===== src/rtl/chi_plane_sched_if.sv =====
// Plane load and result hand-off between the round-state register and chi_plane_sched.
// master = round-state side, slave = the sequencer.
interface chi_plane_sched_if #(
    parameter int unsigned NUM_ROWS = 5
);
    localparam int unsigned PW = 5 * NUM_ROWS;

    logic          load_valid;
    logic          load_ready;
    logic [PW-1:0] plane1;
    logic [PW-1:0] plane2;
    logic [PW-1:0] plane3;
    logic          res_valid;
    logic          res_ready;
    logic [PW-1:0] res1;
    logic [PW-1:0] res2;
    logic [PW-1:0] res3;

    modport master (
        output load_valid, plane1, plane2, plane3, res_ready,
        input  load_ready, res_valid, res1, res2, res3
    );

    modport slave (
        input  load_valid, plane1, plane2, plane3, res_ready,
        output load_ready, res_valid, res1, res2, res3
    );
endinterface


===== src/rtl/chi_plane_sched.sv =====
// Streams one 3-share Keccak plane row by row through a shared registered chi core
// and returns the captured result shares over a valid/ready handshake.
module chi_plane_sched #(
    parameter int unsigned NUM_ROWS = 5,
    parameter int unsigned LAT      = 1,
    parameter bit          REV_OUT  = 1'b1
) (
    input  logic              clk,
    input  logic              rst_i,
    input  logic              abort,
    chi_plane_sched_if.slave  bus,
    output logic [4:0]        core_in1,
    output logic [4:0]        core_in2,
    output logic [4:0]        core_in3,
    input  logic [4:0]        core_out1,
    input  logic [4:0]        core_out2,
    input  logic [4:0]        core_out3,
    output logic              busy
);
    localparam int unsigned RW = 5;
    localparam int unsigned NS = 3;
    localparam int unsigned CW = $clog2(NUM_ROWS + 1);
    localparam logic [CW-1:0] LAST_ROW = CW'(NUM_ROWS - 1);

    typedef enum logic [1:0] {S_IDLE, S_ISSUE, S_DRAIN, S_HOLD} state_t;
    typedef logic [RW-1:0] row_t;
    typedef logic [NUM_ROWS-1:0][RW-1:0] plane_t;

    state_t          state_q;
    state_t          state_d;
    logic            load_ready_q;
    logic            load_ready_d;
    logic            busy_q;
    logic            busy_d;
    logic            res_valid_q;
    logic            res_valid_d;

    plane_t          plane_in  [NS];
    plane_t          plane_q   [NS];
    plane_t          res_q     [NS];
    row_t            core_in_q [NS];
    row_t            core_out  [NS];
    row_t            issue_row [NS];
    row_t            cap_row   [NS];
    logic [CW-1:0]   ir_q;
    logic [CW-1:0]   ir_next;
    logic [CW-1:0]   cr_q;
    logic            issue_q;
    logic            issue_d;
    logic [LAT-1:0]  cap_pipe_q;
    logic            cap;
    logic            last_cap;
    logic            last_issue;

    function automatic row_t rev_row(input row_t x);
        row_t y;
        for (int unsigned i = 0; i < RW; i++) begin
            y[i] = x[RW-1-i];
        end
        return y;
    endfunction

    assign plane_in[0] = bus.plane1;
    assign plane_in[1] = bus.plane2;
    assign plane_in[2] = bus.plane3;
    assign core_out[0] = core_out1;
    assign core_out[1] = core_out2;
    assign core_out[2] = core_out3;

    assign ir_next    = ir_q + CW'(1);
    assign last_issue = (state_q == S_ISSUE) && (ir_q == LAST_ROW);
    // The oldest bit of the issue-valid pipe marks a core output that belongs to us.
    assign cap        = cap_pipe_q[LAT-1];
    assign last_cap   = cap && (cr_q == LAST_ROW);

    // State register
    always_ff @(posedge clk) begin
        if (rst_i) begin
            state_q <= S_IDLE;
        end else begin
            state_q <= state_d;
        end
    end

    // Next-state logic; abort overrides every transition
    always_comb begin
        state_d = state_q;
        case (state_q)
            S_IDLE:  if (bus.load_valid) state_d = S_ISSUE;
            S_ISSUE: if (last_issue)     state_d = S_DRAIN;
            S_DRAIN: if (last_cap)       state_d = S_HOLD;
            S_HOLD:  if (bus.res_ready)  state_d = S_IDLE;
            default:                     state_d = S_IDLE;
        endcase
        if (abort) begin
            state_d = S_IDLE;
        end
    end

    // Handshake/status outputs follow the state being entered
    always_comb begin
        load_ready_d = 1'b0;
        busy_d       = 1'b0;
        res_valid_d  = 1'b0;
        case (state_d)
            S_IDLE:           load_ready_d = 1'b1;
            S_ISSUE, S_DRAIN: busy_d       = 1'b1;
            S_HOLD:           res_valid_d  = 1'b1;
            default:          ;
        endcase
    end

    always_ff @(posedge clk) begin
        if (rst_i) begin
            load_ready_q <= 1'b1;
            busy_q       <= 1'b0;
            res_valid_q  <= 1'b0;
        end else begin
            load_ready_q <= load_ready_d;
            busy_q       <= busy_d;
            res_valid_q  <= res_valid_d;
        end
    end

    // Row presented to the core next cycle; zero whenever nothing is issued
    always_comb begin
        issue_d = 1'b0;
        for (int k = 0; k < NS; k++) begin
            issue_row[k] = '0;
        end
        if (!abort) begin
            if (state_q == S_IDLE && bus.load_valid) begin
                issue_d = 1'b1;
                for (int k = 0; k < NS; k++) begin
                    issue_row[k] = plane_in[k][0];
                end
            end else if (state_q == S_ISSUE && !last_issue) begin
                issue_d = 1'b1;
                for (int k = 0; k < NS; k++) begin
                    issue_row[k] = plane_q[k][ir_next];
                end
            end
        end
    end

    always_comb begin
        for (int k = 0; k < NS; k++) begin
            cap_row[k] = REV_OUT ? rev_row(core_out[k]) : core_out[k];
        end
    end

    // Datapath: plane/result registers, counters and capture pipe, share lanes kept apart
    always_ff @(posedge clk) begin
        if (rst_i || abort) begin
            for (int k = 0; k < NS; k++) begin
                plane_q[k]   <= '0;
                res_q[k]     <= '0;
                core_in_q[k] <= '0;
            end
            ir_q       <= '0;
            cr_q       <= '0;
            issue_q    <= 1'b0;
            cap_pipe_q <= '0;
        end else begin
            issue_q    <= issue_d;
            cap_pipe_q <= LAT'({cap_pipe_q, issue_q});
            for (int k = 0; k < NS; k++) begin
                core_in_q[k] <= issue_row[k];
            end
            case (state_q)
                S_IDLE: begin
                    if (bus.load_valid) begin
                        for (int k = 0; k < NS; k++) begin
                            plane_q[k] <= plane_in[k];
                        end
                        ir_q <= '0;
                        cr_q <= '0;
                    end
                end
                S_ISSUE: begin
                    if (!last_issue) begin
                        ir_q <= ir_next;
                    end
                end
                S_HOLD: begin
                    if (bus.res_ready) begin
                        for (int k = 0; k < NS; k++) begin
                            plane_q[k] <= '0;
                        end
                    end
                end
                default: ;
            endcase
            if (cap) begin
                for (int k = 0; k < NS; k++) begin
                    res_q[k][cr_q] <= cap_row[k];
                end
                cr_q <= cr_q + CW'(1);
            end
        end
    end

    assign core_in1       = core_in_q[0];
    assign core_in2       = core_in_q[1];
    assign core_in3       = core_in_q[2];
    assign bus.res1       = res_q[0];
    assign bus.res2       = res_q[1];
    assign bus.res3       = res_q[2];
    assign bus.load_ready = load_ready_q;
    assign bus.res_valid  = res_valid_q;
    assign busy           = busy_q;

endmodule


===== src/flat_wrapper.sv =====
// flat-port wrapper written by rule: the top's interface ports become plain ports
module chi_plane_sched_flat 
#(
    parameter int unsigned NUM_ROWS = 5,
    parameter int unsigned LAT      = 1,
    parameter bit          REV_OUT  = 1'b1
)
  (clk, rst_i, abort, core_in1, core_in2, core_in3, core_out1, core_out2, core_out3, busy, bus_load_valid, bus_plane1, bus_plane2, bus_plane3, bus_res_ready, bus_load_ready, bus_res_valid, bus_res1, bus_res2, bus_res3);
  chi_plane_sched_if #(.NUM_ROWS(NUM_ROWS)) bus_i ();
  input  logic clk;
  input  logic rst_i;
  input  logic abort;
  output logic [4:0] core_in1;
  output logic [4:0] core_in2;
  output logic [4:0] core_in3;
  input  logic [4:0] core_out1;
  input  logic [4:0] core_out2;
  input  logic [4:0] core_out3;
  output logic busy;
  input wire logic [$bits(bus_i.load_valid)-1:0] bus_load_valid;
  input wire logic [$bits(bus_i.plane1)-1:0] bus_plane1;
  input wire logic [$bits(bus_i.plane2)-1:0] bus_plane2;
  input wire logic [$bits(bus_i.plane3)-1:0] bus_plane3;
  input wire logic [$bits(bus_i.res_ready)-1:0] bus_res_ready;
  output wire logic [$bits(bus_i.load_ready)-1:0] bus_load_ready;
  output wire logic [$bits(bus_i.res_valid)-1:0] bus_res_valid;
  output wire logic [$bits(bus_i.res1)-1:0] bus_res1;
  output wire logic [$bits(bus_i.res2)-1:0] bus_res2;
  output wire logic [$bits(bus_i.res3)-1:0] bus_res3;
  assign bus_i.load_valid = bus_load_valid;
  assign bus_i.plane1 = bus_plane1;
  assign bus_i.plane2 = bus_plane2;
  assign bus_i.plane3 = bus_plane3;
  assign bus_i.res_ready = bus_res_ready;
  assign bus_load_ready = bus_i.load_ready;
  assign bus_res_valid = bus_i.res_valid;
  assign bus_res1 = bus_i.res1;
  assign bus_res2 = bus_i.res2;
  assign bus_res3 = bus_i.res3;
  chi_plane_sched #(.NUM_ROWS(NUM_ROWS), .LAT(LAT), .REV_OUT(REV_OUT)) u_core (.clk(clk), .rst_i(rst_i), .abort(abort), .bus(bus_i), .core_in1(core_in1), .core_in2(core_in2), .core_in3(core_in3), .core_out1(core_out1), .core_out2(core_out2), .core_out3(core_out3), .busy(busy));
endmodule

===== config.mk =====
export PLATFORM = sky130hd
export DESIGN_NAME = chi_plane_sched_flat
export DESIGN_NICKNAME = d
export VERILOG_FILES = /design/src/rtl/chi_plane_sched_if.sv /design/src/rtl/chi_plane_sched.sv /design/src/flat_wrapper.sv
export SDC_FILE = /design/constraint.sdc
export NUM_CORES = 1
export LEC_CHECK = 0
export CORE_ASPECT_RATIO = 1.4
export CORE_MARGIN = 3
export CORE_UTILIZATION = 54
export CTS_BUF_LIST = sky130_fd_sc_hd__clkbuf_4
export CTS_CLUSTER_DIAMETER = 150
export DETAILED_ROUTE_END_ITERATION = 8
export PLACE_DENSITY = 0.93
export SYNTH_ARGS = -nofsm -noshare
export SYNTH_HDL_FRONTEND = slang
export SYNTH_SLANG_ARGS = --single-unit

===== constraint.sdc =====
create_clock -name clk -period 12.3 [get_ports clk]
set_clock_uncertainty 0.05 [all_clocks]
set_input_delay 2.46 -clock clk [delete_from_list [all_inputs] [get_ports clk]]
set_output_delay 2.46 -clock clk [all_outputs]
set_load 0.05 [all_outputs]

==> results.sh <==
export IMPL_startpoint_type="primary input"
export IMPL_min_period_ns=4.60
export IMPL_cts_tree="built"
export IMPL_synth_ff_type="edfxtp_1"
export IMPL_required_ns=12.24
export IMPL_maxCapViolCount=0
export IMPL_synth_compound_area_share_pct=5.42
export IMPL_fin_cells=794
export IMPL_drt_pass1_iterations=5
export IMPL_core_sq_mm=0.0124
export IMPL_syn_cell_area_sq_mm=0.00688
export IMPL_final_antenna_net_count=0
export IMPL_synthAdderAreaFrac_pct=1.09
export IMPL_drt_iter0_drc=268
export IMPL_grt_pass1_wl_um=22800
export IMPL_nets=732
export IMPL_num_vias=4486
export IMPL_clockBufferDepth=2
export IMPL_rows=48
export IMPL_yosysMostFrequentCell="edfxtp_1"
export IMPL_p_clk_share_pct=26.7
export IMPL_drv_slew=0
export IMPL_hold_buffers=0
export IMPL_die_w_um=101
export IMPL_synth_top_area_share_pct=65.5
export IMPL_wl_um=14800
export IMPL_fin_util_pct=73.7
export IMPL_hp_class="flip-flop to flip-flop"
export IMPL_antenna_found_initial=0
export IMPL_min_period_over_period_pct=37.4
export IMPL_syn_inst=450
export IMPL_io_pins=188
export IMPL_ys_warn_count=0
export IMPL_clk_latency_ns=0.56
export IMPL_synth_net_count=551
export IMPL_cp_arrival_ns=4.54
export IMPL_num_antenna_cells=0
export IMPL_critical_path_class="primary input to flip-flop"
export IMPL_synth_seq_area_share_pct=73.6
export IMPL_worst_slack_ns=7.70
export IMPL_combPwrFrac_pct=12.8
export IMPL_synthXorXnorAreaFrac_pct=0.364
export IMPL_place_ws_ns=7.14
export IMPL_die_area_sq_mm=0.0141
export IMPL_postCtsSetupBuffers=0
export IMPL_syn_mean_instance_area_sq_um=15.3
export IMPL_dp_cells=762
export IMPL_synth_simple_gate_area_share_pct=12.5
export IMPL_gr_total_overflow=0
export IMPL_synth_top_family_by_area="simple AND/OR/NAND/NOR gates"
export IMPL_internal_power_uw=847
export IMPL_finalSetupTns_ns=0
export IMPL_routabilityCongestion=0.777
export IMPL_synth_edff_count=150
export IMPL_ys_top_cells_by_area="edfxtp_1, dfxtp_1, and3_1, mux2i_1, o221ai_1"
export IMPL_clkTransAtPathRegs_ns=0.14
export IMPL_fp_dieH_um=140
export IMPL_ir_drop_mv=0.0737
export IMPL_pwr_density_cell_mw_per_mm2=125
export IMPL_fmax_ghz=0.218
export IMPL_seq_area_sq_mm=0.00506
export IMPL_yosysTopAreaCell="edfxtp_1"
export IMPL_n_fill_cell=761
export IMPL_tightest_slew_ns=1.20
export IMPL_p_leak_nw=3.71
export IMPL_grt_usage_pct=21.3
export IMPL_cts_resized=0
export IMPL_holdWs_ns=0.397
export IMPL_routedWlPerCell_um=18.6
export IMPL_areaGrowthSynthToFinish_pct=32.6
export IMPL_final_hold_viol_count=0
export IMPL_finalSetupViolations=0
export IMPL_p_seq_share_pct=60.5
export IMPL_synth_mux_area_share_pct=4.51
export IMPL_clock_root_buffer="clkbuf_4"
export IMPL_synth_commonest_cells="edfxtp_1, and3_1, mux2i_1"
export IMPL_end_kind="flip-flop"
export IMPL_crit_fanout=83
export IMPL_rsz0062_at_grt="false"
export IMPL_initial_core_util_pct=55.6
export IMPL_drive_above_1_share_pct=7.92
export IMPL_cts_htree_levels=4
export IMPL_yosysUniqueCellTypes=35
export IMPL_ys_ff_latch=178
export IMPL_grt_max_degree=84
export IMPL_p_switching_uw=294
export IMPL_max_slew_margin_pct=20.0
export IMPL_multi_input_area_sq_mm=0.00167
export IMPL_status="finished clean"
export IMPL_grt_pass1_vias=4433
export IMPL_port_buffers=187
export IMPL_postSynth_asyncResetShare_pct=0
export IMPL_drc=0
export IMPL_vias_per_cell=5.65
export IMPL_cts_made_buffers=17
export IMPL_swShare_pct=25.8
export IMPL_cts_num_sinks=178
export IMPL_post_dp_hpwl_um=10400
==> area by class of cell <==
class	count	share of cell area [%]
multi-input combinational	236	18.3
clock inverter	14	1.40
timing repair buffer	193	21.0
sequential	178	55.5
tap	150	2.06
clock buffer	18	1.48
inverter	5	0.206
==> path summary, 6_finish.rpt <==
path                               start                            endpoint  slack (ns)  cells past startpoint
min reg2reg    u_core.issue_q$_SDFF_PP0_               u_core.cap$_SDFF_PP0_        0.40                      1
min            u_core.issue_q$_SDFF_PP0_               u_core.cap$_SDFF_PP0_        0.40                      1
max reg2reg  u_core.ir_q[0]$_SDFFE_PP0P_  u_core.core_in_q[0][12]$_SDFF_PP0_        9.46                      6
max                                abort  u_core.plane_q[0][8]$_SDFFCE_PP0P_        7.70                      4
==> flip-flops by register name (all words and copies together), names as in the netlist, 2 cells and up <==
register and cells:
u_core.core_in_q 15, u_core.cr_q 3, u_core.ir_q 3, u_core.plane_q 75
u_core.res_q 75, u_core.state_q 2
==> power groups by stage <==
stage	combinational, mW	sequential (mW)	clock [mW]
5_1_grt	0.154	0.694	0.335
4_1_cts	0.147	0.692	0.310
3_5_place_dp	0.146	0.705	0
6_report	0.146	0.691	0.305
3_3_place_gp	0.143	0.703	0
2_1_floorplan	0.0324	0.751	0
==> routing by layer <==
metal | GRT usage, % | up-vias | share of wire [%]
met5 | 0 | - | 0
met4 | 7.70 | 0 | 1.3
met3 | 5.87 | 19 | 9.7
met2 | 35.8 | 268 | 51
met1 | 26.0 | 2123 | 38
li1 | - | 2076 | -
==> per-stage QoR <==
stage	cell area (sq um)	power [mW]
2_1_floorplan	6880	0.783
3_3_place_gp	8860	0.846
3_5_place_dp	8860	0.852
4_1_cts	9120	1.15
5_1_grt	9120	1.18
6_report	9120	1.14
==> placed cells by master (no fill, tap or decap), types with 2 or more instances in the layout <==
cell type,netlist,routed
edfxtp_1,150,150
nor3_1,2,2
a21oi_1,9,9
and2_1,16,16
nand3_1,18,17
clkbuf_4,0,18
nand2b_1,2,2
mux2i_1,31,31
nand2_2,2,2
nor2_1,8,7
buf_4,3,6
nor2b_1,3,3
o211ai_1,2,2
a21o_1,16,16
o31ai_2,0,2
dfxtp_1,28,28
o21ai_1,0,2
and3_1,77,77
clkinv_4,0,3
inv_1,5,5
or2_2,4,4
ha_1,6,5
o21ai_0,4,2
o221ai_1,15,15
clkdlybuf4s50_1,0,187
nand2_1,10,10
clkinv_2,0,4
inv_6,0,5
==> worst max-delay path: stages <==
cell             delay (ns)
clkdlybuf4s50_1        0.51
nor2_4                 0.13
buf_4                  0.52
nand3_4                0.87
==> cell families after synthesis <==
kind of cell / Yosys count
compound gates: 51
xor+xnor: 2
simple gates: 146
fa+ha+maj: 6
mux: 31
buf+inv: 36
flops: 178
No activity file was read; power rests on OpenSTA's default activity.
